<file path="src/rtl/seq_detector_stim_gen.sv">
// Stimulus source for the sequence-detector regression: a seeded Galois LFSR
// drives beats (IN_VALID/MODE/DATA_IN) with pseudo-random idle gaps between them.
//
// state  | meaning
// -------+-----------------------------------------------------------
// S_IDLE | waiting for START after reset
// S_RUN  | every edge issues one beat and advances the LFSR
// S_GAP  | idle cycles between beats, gap_cnt counts down to zero
// S_DONE | run finished, DONE asserted, waiting for a new START
//
// Outputs are registered actions of the state that was current at the edge, so
// a beat issued in S_RUN shows BUSY=1 beside it.  DONE and BUSY=0 appear on the
// first edge spent in S_DONE, together with IN_VALID=0.
module seq_detector_stim_gen #(
  parameter logic [15:0] SEED        = 16'hACE1,
  parameter int          NUM_VECTORS = 1024,
  parameter int          GAP_MAX     = 3,
  parameter int          MODE_HOLD   = 64
) (
  input  logic        SYSCLK,
  input  logic        RST_B,
  input  logic        START,
  output logic        IN_VALID,
  output logic [1:0]  MODE,
  output logic [3:0]  DATA_IN,
  output logic        BUSY,
  output logic        DONE,
  output logic [15:0] VEC_COUNT
);

  // An all-zero seed would lock the LFSR, so it is replaced by 1.
  localparam logic [15:0] SEED_EFF  = (SEED == 16'h0000) ? 16'h0001 : SEED;
  localparam logic [15:0] NUM_VEC   = 16'(NUM_VECTORS);
  localparam logic [1:0]  GAP_LIM   = 2'(GAP_MAX);
  localparam logic [15:0] HOLD_LOAD = 16'(MODE_HOLD - 1);

  typedef enum logic [1:0] {S_IDLE, S_RUN, S_GAP, S_DONE} state_t;

  state_t      state;
  logic [15:0] lfsr;
  logic [1:0]  gap_cnt;
  logic [15:0] hold_cnt;
  logic [1:0]  mode_q;

  logic [15:0] lfsr_next;
  logic [1:0]  gap_sel;
  logic [15:0] count_inc;
  logic        last_beat;

  // Next LFSR value, gap length and beat bookkeeping from the pre-advance state.
  always_comb begin
    lfsr_next = lfsr[0] ? ((lfsr >> 1) ^ 16'hB400) : (lfsr >> 1);
    gap_sel   = (lfsr[5:4] > GAP_LIM) ? GAP_LIM : lfsr[5:4];
    count_inc = VEC_COUNT + 16'd1;
    last_beat = (count_inc == NUM_VEC);
  end

  // Run-control FSM with all outputs registered.  mode_q is the pending mode;
  // MODE copies it one edge later so a change never lands on the beat that
  // triggered it.
  always_ff @(posedge SYSCLK or negedge RST_B) begin
    if (!RST_B) begin
      state     <= S_IDLE;
      lfsr      <= SEED_EFF;
      gap_cnt   <= 2'd0;
      hold_cnt  <= HOLD_LOAD;
      mode_q    <= 2'd0;
      IN_VALID  <= 1'b0;
      MODE      <= 2'd0;
      DATA_IN   <= 4'd0;
      BUSY      <= 1'b0;
      DONE      <= 1'b0;
      VEC_COUNT <= 16'd0;
    end else begin
      case (state)
        S_IDLE, S_DONE: begin
          IN_VALID <= 1'b0;
          BUSY     <= 1'b0;
          DONE     <= (state == S_DONE);
          MODE     <= mode_q;
          if (START && !BUSY) begin
            lfsr      <= SEED_EFF;
            VEC_COUNT <= 16'd0;
            mode_q    <= 2'd0;
            MODE      <= 2'd0;
            DONE      <= 1'b0;
            hold_cnt  <= HOLD_LOAD;
            gap_cnt   <= 2'd0;
            state     <= (NUM_VEC == 16'd0) ? S_DONE : S_RUN;
          end
        end
        S_RUN: begin
          IN_VALID  <= 1'b1;
          DATA_IN   <= lfsr[3:0];
          VEC_COUNT <= count_inc;
          lfsr      <= lfsr_next;
          BUSY      <= 1'b1;
          DONE      <= 1'b0;
          MODE      <= mode_q;
          if (hold_cnt == 16'd0) begin
            mode_q   <= mode_q + 2'd1;
            hold_cnt <= HOLD_LOAD;
          end else begin
            hold_cnt <= hold_cnt - 16'd1;
          end
          if (last_beat) begin
            state <= S_DONE;
          end else if (gap_sel != 2'd0) begin
            gap_cnt <= gap_sel;
            state   <= S_GAP;
          end
        end
        S_GAP: begin
          IN_VALID <= 1'b0;
          BUSY     <= 1'b1;
          DONE     <= 1'b0;
          MODE     <= mode_q;
          gap_cnt  <= gap_cnt - 2'd1;
          if (gap_cnt == 2'd1) begin
            state <= S_RUN;
          end
        end
        default: begin
          state <= S_IDLE;
        end
      endcase
    end
  end

endmodule

</file>
<file path="config.mk">
export PLATFORM = sky130hd
export DESIGN_NAME = seq_detector_stim_gen
export DESIGN_NICKNAME = d
export VERILOG_FILES = /design/src/rtl/seq_detector_stim_gen.sv
export SDC_FILE = /design/constraint.sdc
export NUM_CORES = 1
export LEC_CHECK = 0
export CAP_MARGIN = 20
export CORE_MARGIN = 2
export CORE_UTILIZATION = 50
export CTS_CLUSTER_DIAMETER = 100
export DETAILED_ROUTE_END_ITERATION = 8
export PLACE_DENSITY = 0.69
export SKIP_LAST_GASP = 1
export SLEW_MARGIN = 20
export SYNTH_ARGS = -nofsm -noshare
export SYNTH_HDL_FRONTEND = slang
export SYNTH_SLANG_ARGS = --single-unit
</file>
<file path="constraint.sdc">
create_clock -name SYSCLK -period 3 [get_ports SYSCLK]
set_clock_uncertainty 0.05 [all_clocks]
set_input_delay 0.3 -clock SYSCLK [delete_from_list [all_inputs] [get_ports SYSCLK]]
set_output_delay 0.3 -clock SYSCLK [all_outputs]
set_load 0.1 [all_outputs]
</file>
==> impl_metrics.toml <==
[run_status]
status = "finished clean"

[global_routing]
grt_max_degree = 28
grt_overflow = 0
grt_pass1_wl_um = 12600
first_global_vias = 2529
antenna_found_initial = 0
grt.total_usage = 0.216

[finish]
syn_to_final_growth_pct = 13.8
diodes = 0
layout_common_cells = "dfrtp_1 (49), nand2_1 (41), buf_4 (31)"
fin_cells = 456
fillCellCount = 548
final_common_cell = "dfrtp_1"
finish.utilization = 0.592
drive_above_1_share = 0.193
num-nets-final = 385

[power]
vdd_drop_max_v = 0.00100
seqPwrFrac = 0.335
switching_share = 0.483
comb_power_share = 0.510
total_leakage_power_uw = 0.00161
p_total_uw = 4140
clkPwrFrac = 0.155
p_per_area_nw_per_um2 = 1100
power_switching_uw = 2000
cellInternalPower_uw = 2140

[sta]
post-route-min-period_ns = 2.43
setup_viol = 0
slew_headroom = 0.360
rsz0062_at_grt = "no"
slew_violations = 0
finalHoldViolations = 0
worst_pin_slew_ns = 0.957
whs_ns = 0.400
period_share = 0.810
fin_tns_setup_ns = 0
max_freq_ghz = 0.412

[synthesis]
synth-async-reset-ratio = 1.00
yosysWarnings = 0
syn_area_per_cell_um2 = 9.54
synth_cell_types = 55
yosysSeqAreaShare = 0.483
synth_seq_cells = 63
syn-num-nets = 357
syn_area_um2 = 3300
synthFlopType = "dfrtp_1"
synth_edf_count = 0
synthCells = 346

[detailed_routing]
wl_um = 7190
first_iter_violations = 191
drt.antenna.violating_nets = 0
viasPerCell = 5.82
drcViolationCount = 0
avgRoutedWirePerCell_um = 15.8
num_vias = 2655
first_pass_iters = 4

[die]
core.rowCount = 29
die_h_um = 85.3
start_util = 0.520
coreArea_um2 = 6350
die_w_um = 85.3
dieArea_um2 = 7270
io_pins = 28

[critical_path]
path_buf_inv = 0
start_kind = "flip-flop"
crit_family = "compound AO/OA/AOI/OAI gates"
arrival_ns = 2.64
cp.required_ns = 3.21
cp_slowest_stage_delay_ns = 0.50
crit_type = "reg -> reg"
cp_cell_sequence = "ha_1, nand4_1, or3_4, xor2_1, a2111oi_4, nand3_1, a31oi_1"
cp-end-kind = "flip-flop"
critPathMaxFanout = 9
crit_path_top_delay_cell = "dfrtp_1"

[clocking]
clkSlewWorstSetupHoldPaths_ns = 0.07
htree_levels = 3
clkSinkCount = 63
cts_tree = "yes"
clk-insertion-delay-late_ns = 0.33
cts_buffer_depth = 2
clock-root-buffer = "clkbuf_8"
cts_setup_buffers = 0
cts_buffers = 9

[job]
maxCapViolations = 0

[placement]
io_buffer_count = 27
place_congestion = 0.817
placed_cells = 439
post-dp-hpwl_um = 4810

[worst_hold_path]
hold_path.class = "in -> async"
[registers in the layout, summed over array words and instances (netlist names)]
name	flops
VEC_COUNT	16
hold_cnt	16
lfsr	16
DATA_IN	4
MODE	2
gap_cnt	2
mode_q	2
state	2
BUSY	1
DONE	1
IN_VALID	1
[Yosys cell counts, types with 2 or more instances]
cell / count / area share
and3_1: 7 / 0.013
a21oi_1: 14 / 0.021
a31oi_1: 11 / 0.021
dfrtp_1: 49 / 0.37
or3_1: 4 / 0.0076
nand2_2: 2 / 0.0038
nand2_1: 41 / 0.047
nor3_1: 6 / 0.0091
nor2b_1: 2 / 0.0038
o211ai_1: 4 / 0.0091
o31ai_1: 3 / 0.0068
a22o_1: 10 / 0.027
a22oi_1: 2 / 0.0045
o22a_1: 6 / 0.016
clkbuf_1: 15 / 0.017
or4_1: 2 / 0.0045
nand3b_1: 2 / 0.0045
and2_1: 2 / 0.0038
a21o_1: 2 / 0.0045
nor3_2: 2 / 0.0061
dfstp_2: 14 / 0.11
nor3b_1: 3 / 0.0068
o21ai_1: 21 / 0.032
buf_2: 2 / 0.0030
mux2i_1: 2 / 0.0061
inv_1: 15 / 0.017
xnor2_1: 7 / 0.019
o22ai_1: 2 / 0.0038
mux2_2: 4 / 0.014
xor2_1: 3 / 0.0080
nor4_1: 5 / 0.0095
a41o_1: 2 / 0.0061
o21ai_0: 16 / 0.024
nand3_1: 7 / 0.011
nand4_1: 7 / 0.013
nor2_1: 24 / 0.027
ha_1: 8 / 0.030
[metal layers]
metal	up-vias	global-route usage	part of all wire
met5	-	0	0
met4	0	0.0750	0.013
met3	8	0.0506	0.053
met2	72	0.299	0.43
met1	1255	0.332	0.51
li1	1320	-	-
[power by group through the flow]
stage | Clock (uW) | Combinational [uW] | Sequential (uW)
after floorplan | 0 | 1140 | 1850
after global placement | 0 | 2080 | 1390
after detailed placement | 0 | 2110 | 1400
after CTS | 652 | 2120 | 1390
after global routing | 696 | 2320 | 1420
final | 640 | 2110 | 1390
[path summary, 6_finish.rpt]
kind,startpoint,endpoint,slack (ns),depth (start not counted)
worst max-delay path,VEC_COUNT[0],state[0],0.57,7
worst min-delay path,RST_B,VEC_COUNT[9],0.40,2
worst max register to register,VEC_COUNT[0],state[0],0.57,7
worst min register to register,lfsr[12],lfsr[12],0.43,2
max in group asynchronous,RST_B,lfsr[5],1.74,3
min in group SYSCLK,lfsr[12],lfsr[12],0.43,2
[cell families (layout without fill, tap and decap cells)]
| family | count (synthesis) | after routing | synth area share |
|---|---|---|---|
| buffers and inverters | 33 | 66 | 0.0383 |
| AND/OR/NAND/NOR | 123 | 123 | 0.195 |
| multiplexers | 6 | 6 | 0.0197 |
| flip-flops | 63 | 63 | 0.483 |
| adder cells (fa/ha/maj) | 8 | 8 | 0.0303 |
| XOR/XNOR | 10 | 10 | 0.0265 |
| AO/OA/AOI/OAI | 103 | 103 | 0.207 |
[layout make-up]
| cell class | instances | area, um^2 | share of cell area |
|---|---|---|---|
| well taps | 77 | 96.3 | 0.0256 |
| repair buffers | 35 | 268 | 0.0713 |
| inverters | 15 | 56.3 | 0.0150 |
| clock inverters | 2 | 10.0 | 0.00266 |
| multi-input cells | 250 | 1580 | 0.421 |
| clock buffers | 14 | 153 | 0.0406 |
| flip-flops and latches | 63 | 1590 | 0.424 |
[what timing repair did]
action                    4_1_cts  5_1_grt
hold endpoints to repair       18        0
gates resized for setup         0        0
hold buffers                    1        0
[through the flow]
step           instance area [um^2]  setup slack [ns]
6_report                       3760             0.570
3_5_place_dp                   3580             0.559
5_1_grt                        3760             0.362
2_1_floorplan                  3300             0.133
3_3_place_gp                   3580             0.637
4_1_cts                        3760             0.571
No activity file was read; power rests on OpenSTA's default activity.
